[config.mk]
export PLATFORM = sky130hd
export DESIGN_NAME = nibbler_core
export DESIGN_NICKNAME = d
export VERILOG_FILES = /design/src/rtl/nibbler_core.sv
export SDC_FILE = /design/constraint.sdc
export NUM_CORES = 1
export LEC_CHECK = 0
export ABC_CLOCK_PERIOD_IN_PS = 6840
export BUFFER_PORTS_ARGS = -buffer_cell sky130_fd_sc_hd__buf_2
export CAP_MARGIN = 40
export CORE_MARGIN = 2
export CORE_UTILIZATION = 35
export CTS_BUF_LIST = sky130_fd_sc_hd__clkbuf_4
export DETAILED_ROUTE_END_ITERATION = 10
export PLACE_DENSITY = 0.6
export SLEW_MARGIN = 25
export SYNTH_ARGS = -nofsm -noshare
export SYNTH_HDL_FRONTEND = slang
export SYNTH_SLANG_ARGS = --single-unit
[constraint.sdc]
create_clock -name clk -period 6.84 [get_ports clk]
set_input_delay 1.026 -clock clk [delete_from_list [all_inputs] [get_ports clk]]
set_output_delay 1.026 -clock clk [all_outputs]
set_load 0.05 [all_outputs]
[src/rtl/nibbler_core.sv]
// rtl/nibbler_core.sv - two-phase fetch/execute accumulator CPU with carry/zero flags
// Program ROM is external; data RAM and handshaked I/O channels are internal.
module nibbler_core #(
  parameter int DATA_W  = 4,
  parameter int ADDR_W  = 12,
  parameter int DMEM_AW = 8,
  parameter int N_IN    = 3,
  parameter int N_OUT   = 3
) (
  input  logic                    clk,
  input  logic                    reset,
  output logic [ADDR_W-1:0]       pc,
  input  logic [3+ADDR_W:0]       instr,
  input  logic [N_IN*DATA_W-1:0]  in_data,
  input  logic [N_IN-1:0]         in_valid,
  output logic [N_IN-1:0]         in_ready,
  output logic [N_OUT*DATA_W-1:0] out_data,
  output logic [N_OUT-1:0]        out_strobe,
  output logic [DATA_W-1:0]       acc,
  output logic                    c_flag,
  output logic                    z_flag,
  output logic                    fetch_phase
);

  typedef enum logic {S_FETCH, S_EXEC} state_t;

  localparam logic [3:0] OP_NOP = 4'h0, OP_LDI = 4'h1, OP_LD = 4'h2, OP_ST = 4'h3,
                         OP_ADDI = 4'h4, OP_ADD = 4'h5, OP_SUBI = 4'h6, OP_CMPI = 4'h7,
                         OP_NANDI = 4'h8, OP_JMP = 4'h9, OP_JC = 4'hA, OP_JNC = 4'hB,
                         OP_JZ = 4'hC, OP_JNZ = 4'hD, OP_IN = 4'hE, OP_OUT = 4'hF;

  state_t                    state_q, state_d;
  logic [ADDR_W-1:0]         pc_q, pc_d;
  logic [DATA_W-1:0]         a_q, a_d;
  logic                      c_q, c_d, z_q, z_d;
  logic [3+ADDR_W:0]         ir_q, ir_d;
  logic [N_OUT*DATA_W-1:0]   out_data_q, out_data_d;
  logic [N_OUT-1:0]          out_strobe_q, out_strobe_d;
  logic [DATA_W-1:0]         mem_q [2**DMEM_AW];
  logic                      mem_we;

  logic [3:0]                op;
  logic [ADDR_W-1:0]         operand;
  logic [DATA_W-1:0]         imm, mem_rd, alu_b;
  logic [DMEM_AW-1:0]        maddr;
  logic [DATA_W:0]           sum;
  logic [DATA_W-1:0]         diff;
  logic                      no_borrow;

  logic                      in_hit, in_sel_valid;
  logic [DATA_W-1:0]         in_sel_data;
  logic [N_IN-1:0]           in_onehot;
  logic                      out_hit;
  logic [N_OUT-1:0]          out_onehot;

  assign op        = ir_q[ADDR_W +: 4];
  assign operand   = ir_q[ADDR_W-1:0];
  assign imm       = operand[DATA_W-1:0];
  assign maddr     = operand[DMEM_AW-1:0];
  assign mem_rd    = mem_q[maddr];
  assign alu_b     = (op == OP_ADD) ? mem_rd : imm;
  assign sum       = {1'b0, a_q} + {1'b0, alu_b};
  assign diff      = a_q - imm;
  assign no_borrow = (a_q >= imm);

  // Channel decode compares the full operand so out-of-range channels never alias.
  always_comb begin
    in_hit       = 1'b0;
    in_sel_valid = 1'b0;
    in_sel_data  = '0;
    in_onehot    = '0;
    for (int k = 0; k < N_IN; k++) begin
      if (operand == ADDR_W'(k)) begin
        in_hit       = 1'b1;
        in_sel_valid = in_valid[k];
        in_sel_data  = in_data[k*DATA_W +: DATA_W];
        in_onehot[k] = 1'b1;
      end
    end
    out_hit    = 1'b0;
    out_onehot = '0;
    for (int k = 0; k < N_OUT; k++) begin
      if (operand == ADDR_W'(k)) begin
        out_hit       = 1'b1;
        out_onehot[k] = 1'b1;
      end
    end
  end

  assign in_ready = (state_q == S_EXEC && op == OP_IN) ? (in_onehot & in_valid) : '0;

  always_comb begin
    state_d      = state_q;
    pc_d         = pc_q;
    a_d          = a_q;
    c_d          = c_q;
    z_d          = z_q;
    ir_d         = ir_q;
    out_data_d   = out_data_q;
    out_strobe_d = '0;
    mem_we       = 1'b0;
    case (state_q)
      S_FETCH: begin
        ir_d    = instr;
        state_d = S_EXEC;
      end
      default: begin
        state_d = S_FETCH;
        pc_d    = pc_q + 1'b1;
        case (op)
          OP_LDI: a_d = imm;
          OP_LD:  a_d = mem_rd;
          OP_ST:  mem_we = 1'b1;
          OP_ADDI, OP_ADD: begin
            a_d = sum[DATA_W-1:0];
            c_d = sum[DATA_W];
            z_d = (sum[DATA_W-1:0] == '0);
          end
          OP_SUBI, OP_CMPI: begin
            if (op == OP_SUBI) a_d = diff;
            c_d = no_borrow;
            z_d = (diff == '0);
          end
          OP_NANDI: begin
            a_d = ~(a_q & imm);
            z_d = ((a_q & imm) == '1);
          end
          OP_JMP: pc_d = operand;
          OP_JC:  if (c_q)  pc_d = operand;
          OP_JNC: if (!c_q) pc_d = operand;
          OP_JZ:  if (z_q)  pc_d = operand;
          OP_JNZ: if (!z_q) pc_d = operand;
          OP_IN: begin
            if (in_hit && !in_sel_valid) begin
              state_d = S_EXEC;
              pc_d    = pc_q;
            end else begin
              a_d = in_hit ? in_sel_data : '0;
            end
          end
          OP_OUT: begin
            if (out_hit) begin
              for (int k = 0; k < N_OUT; k++) begin
                if (out_onehot[k]) out_data_d[k*DATA_W +: DATA_W] = a_q;
              end
              out_strobe_d = out_onehot;
            end
          end
          default: ;
        endcase
      end
    endcase
  end

  always_ff @(posedge clk or posedge reset) begin
    if (reset) begin
      state_q      <= S_FETCH;
      pc_q         <= '0;
      a_q          <= '0;
      c_q          <= 1'b0;
      z_q          <= 1'b0;
      ir_q         <= '0;
      out_data_q   <= '0;
      out_strobe_q <= '0;
    end else begin
      state_q      <= state_d;
      pc_q         <= pc_d;
      a_q          <= a_d;
      c_q          <= c_d;
      z_q          <= z_d;
      ir_q         <= ir_d;
      out_data_q   <= out_data_d;
      out_strobe_q <= out_strobe_d;
    end
  end

  always_ff @(posedge clk) begin
    if (mem_we) mem_q[maddr] <= a_q;
  end

  assign pc          = pc_q;
  assign acc         = a_q;
  assign c_flag      = c_q;
  assign z_flag      = z_q;
  assign out_data    = out_data_q;
  assign out_strobe  = out_strobe_q;
  assign fetch_phase = (state_q == S_FETCH);

endmodule

==> metrics, run 1 <==
Rows 129; total track usage 0.169; CP Capture Type flip-flop; post-route setup slack 1.82 ns; GP Congestion 0.814; Port Buffers 69; via count 24,700; Syn Nets around 2,600; first-pass GRT wire length between 150,000 and 200,000 um; crit path max-delay cell type dfrtp_4; CTS root buf clkbuf_4; number of global-route vias before repair approximately 25,000; Register Area between 30,000 and 40,000 um^2; Hold WC Path Type input pin to async pin; number of nets in the layout around 2,900; IO Count 70; top-count cell post-synth edfxtp_1; HPWL Detailed 67,300 um; TritonCTS clock tree yes; starting density of the core 0.353; area of the multi-input gates 10,800 um^2; hold_buf cts 0; CP arrival 5.98 ns; Die Y 357 um; period utilization 0.734; Synthesis Warnings 0; synth cell count leaders edfxtp_1 (1,024), nor2_1 (337), mux2i_1 (274); Area Overhead vs Synth 12.9%; gr ovfl total 0; largest cells by area after synthesis edfxtp_1 (70%), mux2i_1 (6.3%), mux4_2 (5.7%); Synth top area share 0.704; Yosys top cell by area edfxtp_1; Finished Cell Area between 40,000 and 50,000 um^2; M3 GR Usage 0.0429; post-synthesis sequential area ratio 0.733; CP Launch Type flip-flop; # DRC 32; violated checks design-rule violations; EDFF count, synth roughly 1,000; register bit count reported by yosys 1,074; Resized cells post-CTS 0; synthesized instance count approximately 2,600; Sink Count 1,074; max-cap check violation count 0; CTS H-tree lvls 5; crit-path max cell delay 0.87 ns; clock slew seen by the registers of the worst setup and hold paths 0.07 ns; share of layout cells above drive strength 1 0.234; pin count of the biggest net entering global routing 150; DR pass1 iterations 10; Max transition margin 0.399; CP Class flip-flop to flip-flop; final setup skew 0.0861 ns; Wirelength per Cell 23.3 um; crit-path max FO 111; Final setup viols 0; ys flop type edfxtp_1; final hold violation count 0; Post-Route Utilization 0.398; worst slack at placement 1.82 ns; core area 124,000 um^2; post-place instance area 46,000 um^2; Die Footprint around 130,000 um^2; Max Root-Sink Buffers 4; top cell family by delay on the critical path compound AO/OA/AOI/OAI gates; RSZ-0062 raised after global routing false; Leakage Power 16.6 nW; worst skew pair latency 1.12 ns; Fin Setup TNS 0 ns; peak supply drop 0.000152 V; Post-CTS Setup Bufs 0; final WL around 110,000 um; Crit path buffers/inverters 1; Final Max Slew Viols 0; synthesized area per cell 16.8 um^2; FFs w/ async S/R, synth 0.0466; antenna-violating nets left 0; initial antenna violation count 5; fin crit period around 5.0 ns; Filler cells approximately 11,000; FMAX 0.199 GHz; Yosys cell types 63; GR Util met1 0.231; power per cell area 287 nW/um^2; Worst Tran Pin Value around 0.9 ns; vias per cell 5.29; most used routing layer met2; CTS Buf Count around 290; die width 357 um; crit-path cells buf_12, mux4_2, a22o_1, a221oi_1, a41o_1, nand4_1, o31ai_2, o21ai_1, ha_1, fa_1, xor2_1, o21ai_0, o22ai_1, a211oi_1, o221ai_1; outcome finished, violations left; worst path required time 7.80 ns; Hold Slack 0.106 ns; grt met2 use 0.264; Synth Cell Area 43,600 um^2; Starting DRT DRC Count 2,720
==> sequential cells by signal (all words and copies together) (netlist names) <==
signal,count
out_data,12
pc,12
z_flag,1
acc,4
out_strobe,3
ir_q,16
c_flag,1
state_q,1
mem_q,1024
==> layout make-up <==
cell class / count / share of cell area
antenna: 3 / 0.000152
clock buffer: 386 / 0.0588
clock inverter: 56 / 0.00467
inverter: 11 / 0.000838
multi-input combinational: 1351 / 0.219
sequential: 1074 / 0.650
tap: 1637 / 0.0416
timing repair buffer: 152 / 0.0247
==> layer usage <==
layer / part of all wire / vias up
li1: - / 11000
met1: 0.43 / 12500
met2: 0.47 / 1079
met3: 0.082 / 163
met4: 0.023 / 0
met5: 0 / -
==> worst paths after layout <==
kind	startpoint	cells past startpoint	slack, ns	end
setup / recovery	ir_q[1]$_DFFE_PP0N_	15	1.82	acc[2]$_DFFE_PP0P_
hold / removal	reset	3	0.11	out_data[7]$_DFFE_PP0P_
setup reg to reg	ir_q[1]$_DFFE_PP0N_	15	1.82	acc[2]$_DFFE_PP0P_
hold reg to reg	out_data[5]$_DFFE_PP0P_	2	0.47	out_data[5]$_DFFE_PP0P_
max in group asynchronous	reset	3	6.19	acc[1]$_DFFE_PP0P_
min in group clk	instr[5]	2	0.17	ir_q[5]$_DFFE_PP0N_
==> placed cells by master, fill, tap and decap left out, types with 5 or more instances in the layout <==
cell type | synthesis | layout
mux4_1 | 9 | 9
a41oi_1 | 8 | 8
a31oi_1 | 10 | 10
dfrtp_1 | 50 | 44
clkbuf_4 | 0 | 386
mux2_2 | 16 | 16
and3_1 | 7 | 7
dfrtp_4 | 0 | 6
a41o_1 | 5 | 5
nor2b_1 | 11 | 9
nand3_1 | 63 | 63
a22oi_1 | 113 | 113
clkinv_1 | 0 | 36
buf_12 | 2 | 10
o21ai_0 | 27 | 27
buf_2 | 44 | 69
a221oi_1 | 29 | 29
o22a_1 | 6 | 6
mux2i_1 | 274 | 274
a21o_1 | 10 | 10
inv_1 | 10 | 9
a22o_1 | 11 | 11
buf_4 | 24 | 61
nand2b_1 | 8 | 8
a32oi_1 | 5 | 5
inv_2 | 1 | 9
a211oi_1 | 9 | 9
clkinv_2 | 0 | 12
nor2_1 | 337 | 335
nand4_1 | 8 | 8
o22ai_1 | 17 | 17
ha_1 | 13 | 13
edfxtp_1 | 1024 | 1024
nand2_1 | 118 | 116
mux4_2 | 111 | 111
o221ai_1 | 6 | 6
a21oi_1 | 62 | 62
==> worst min-delay path, delay by kind of cell <==
family	cells	cell delay, ns
buf+inv	3	0.67
==> cells by family (layout without fill, tap and decap cells) <==
| kind of cell | count (synthesis) | in the layout | share of synthesized area |
|---|---|---|---|
| xor+xnor | 4 | 4 | 0.000803 |
| fa+ha+maj | 15 | 15 | 0.00464 |
| mux | 410 | 410 | 0.130 |
| simple gates | 578 | 578 | 0.0555 |
| buf+inv | 171 | 605 | 0.0198 |
| compound gates | 344 | 344 | 0.0564 |
| other cells | 0 | 3 | 0 |
| flops | 1074 | 1074 | 0.733 |
==> power breakdown <==
part	switching, W	internal, W
sequential	0.000159	0.00762
clock	0.00243	0.00258
combinational	0.000963	0.000365
total	0.00355	0.0106
==> stage by stage <==
stage          total power, W  cells
2_1_floorplan         0.00877   2596
3_3_place_gp          0.00920   4205
5_1_grt                0.0147   4669
6_report               0.0141   4670
4_1_cts                0.0143   4659
3_5_place_dp          0.00924   4217
(Power assumes the default switching activity.)
==> run 2, diff against run 1 <==
ABC_AREA = 1   (was not set)
ABC_CLOCK_PERIOD_IN_PS = 5090   (was 6840)
clock period = 5.09 ns   (was 6.84 ns; I/O delays follow)
==> run 2 against run 1 <==
The run now ends clean. Die area increased by 6.0%. Sequential share of layout area is 4.2 points lower. Synthesized cell count grew 77%. Clock-buffer cell count rose by 2.
==> metrics, run 2 <==
CP Class flip-flop to flip-flop; Port Buffers 69; Yosys cell types 45; Max transition margin 0.455; compound-gate portion of the synthesized area 0.0235; share of layout cells above drive strength 1 0.124; Final Max Slew Viols 0; synthesized instance count around 4,600; max-cap check violation count 0; antenna-violating nets left 0; worst skew pair latency 1.18 ns; FFs w/ async S/R, synth 0.0466; final WL 127,000 um; most frequent cells in the layout nand2_1 (2,502), edfxtp_1 (1,024), clkbuf_4 (388); Finished Cell Area 52,700 um^2; worst slack at placement 0.690 ns; # DRC 0; IO Count 70; CP arrival ~6.0 ns; Post-Route Utilization 0.401; HPWL Detailed 74,400 um; period utilization 0.966; GP Congestion 0.869; Final setup viols 0; post-synthesis sequential area ratio 0.691; power per cell area 406 nW/um^2; CP Launch Type flip-flop; Rows about 130; ys flop type edfxtp_1; core area 131,000 um^2; Synth top area share 0.664; register bit count reported by yosys ~1,100; RSZ-0062 raised after global routing true; die width roughly 370 um; gr ovfl total 0; post-synthesis simple-gate area fraction 0.249; most common cell after layout, fill and taps aside nand2_1; Sink Count 1,074; initial antenna violation count 5; number of nets in the layout 4,918; CTS root buf clkbuf_4; final setup skew roughly 0.073 ns; Synthesis Warnings 0; post-place instance area 48,800 um^2; Syn Nets 4,650; Yosys top cell by area edfxtp_1; post-synthesis mux area share 0.000216; final hold violation count 0; crit-path max FO 9; synth cell count leaders nand2_1 (2,504), edfxtp_1 (1,024), nor2_1 (355); synthesized area per cell roughly 10 um^2; Leakage Power 21.3 nW; CTS H-tree lvls 5; adder-cell share of the synthesized area 0.00438; via count about 33,000; CTS Buf Count 287; top-count cell post-synth nand2_1; Wirelength per Cell 18.6 um; Regs by FF count mem_q: 1024 flops, ir_q: 16 flops; FMAX 0.203 GHz; DR pass1 iterations 6; crit path max-delay cell type dfrtp_1; post-route setup slack 0.171 ns; crit-path max cell delay 0.85 ns; post-placement cell count 6,294; cell with the most instances on the worst path nand2_1; starting density of the core 0.353; Synth Cell Area about 46,000 um^2; crit-path cells nor2_4, buf_12, buf_12, buf_4, buf_4, nand2_1, nand2_1, o21ai_0, nand2_1, nor2_1, nor2_1, nor2_1, nand2_1, nand2_1, o21ai_0, fa_1, a22oi_1, o211ai_1, a21oi_1, dlygate4sd3_1, nand2_1, nand2_1, nand2_1; Hold Startpoint in_valid[1]; peak supply drop 0.000305 V; largest cells by area after synthesis edfxtp_1 (66%), nand2_1 (20%), nor2_1 (2.9%); number of global-route vias before repair 33,000; largest family of logic cells by synthesized area simple AND/OR/NAND/NOR gates; Max Root-Sink Buffers 4; Starting DRT DRC Count 2,989; Die Footprint 135,000 um^2; clock slew seen by the registers of the worst setup and hold paths about 0.070 ns; RR Startpoint ir_q[3]$_DFFE_PP0N_; first-pass GRT wire length 193,000 um; Biggest register mem_q; outcome complete, no violations; EDFF count, synth between 1,000 and 1,500; pin count of the biggest net entering global routing 148; Die Y approximately 370 um; TritonCTS clock tree yes; Hold WC Path Type input pin to flip-flop; total track usage 0.185; CP Capture Type flip-flop; Area Overhead vs Synth 13.8%; Worst Tran Pin Value 0.818 ns; fin cells slightly below 7,000; fin crit period 4.92 ns; vias per cell 4.84; Crit. Startpoint ir_q[3]$_DFFE_PP0N_; max reg flops 1,024; xor and xnor area share after synthesis 0.00151; worst path required time 6.17 ns
## run 2: cell types whose count changed in the layout (fill, tap and decap cells not counted), moves of 34 or more
| cell | delta |
|---|---|
| mux4_2 | -111 |
| a22oi_1 | -109 |
| inv_1 | +51 |
| mux2i_1 | -273 |
| nand2_1 | +2386 |
| clkinv_1 | +34 |
| nand3_1 | +45 |
| o21ai_1 | +54 |
| o21ai_0 | +52 |
## run 2: through the flow
stage	hold WS, ns	setup TNS, ns	power, W
detailed placement	0.469	0	0.0144
global route	0.207	-0.0194	0.0224
floorplan	0.496	0	0.0130
global placement	0.465	0	0.0144
CTS	0.106	0	0.0215
finish	0.258	0	0.0214
## run 2: cells by family after synthesis
family / Yosys count
multiplexers: 1
AO/OA/AOI/OAI: 201
flip-flops: 1074
AND/OR/NAND/NOR: 3001
buffers and inverters: 302
XOR/XNOR: 8
adder cells (fa/ha/maj): 15
## run 2: final cells by class
cell class,count,area (um^2)
Fill cell,12800,78600
Sequential cell,1074,32000
Multi-Input combinational cell,3227,12900
Clock buffer,388,2910
Tap cell,1755,2200
Timing Repair Buffer,210,1900
Clock inverter,83,402
Inverter,70,294
Antenna cell,8,20.0
## run 2: worst paths after layout
kind                                       endpoint  slack, ns  depth (start not counted)
setup / recovery                 acc[1]$_DFFE_PP0P_       0.17                         23
hold / removal                    pc[7]$_DFFE_PP0P_       0.26                          6
setup reg to reg                 acc[1]$_DFFE_PP0P_       0.17                         23
hold reg to reg            out_data[11]$_DFFE_PP0P_       0.48                          2
max in group asynchronous       ir_q[0]$_DFFE_PP0N_       4.22                          4
min in group asynchronous         state_q$_DFF_PP0_       0.33                          4
## run 2: timing repair
item                                    4_1_cts  5_1_grt
hold buffers                                 27        0
setup buffers                                 0       10
hold endpoints to repair                     70        0
endpoints found under the setup margin        0        4
gates resized for setup                       0        6
## run 2: worst max-delay path: cells and delay by family (launching register included)
family	cells	cell delay (ns)
AOI/OAI and AO/OA	5	0.91
DFF	1	0.85
and+or+nand+nor	12	1.39
adders and majority gates	1	0.51
buffers and inverters	5	1.16
## run 2: where the power goes
group / leakage, nW / internal, W / switching [W]
Combinational: 9.39 / 0.000733 / 0.00258
Clock: 1.98 / 0.00367 / 0.00346
Sequential: 9.91 / 0.0107 / 0.000247
## run 2: layer usage
layer / global-route usage / up-vias / routed length, um
li1: - / 15800 / -
met1: 0.247 / 15700 / 54700
met2: 0.301 / 1290 / 59700
met3: 0.0383 / 194 / 9530
met4: 0.0640 / 0 / 2890
met5: 0 / - / 0
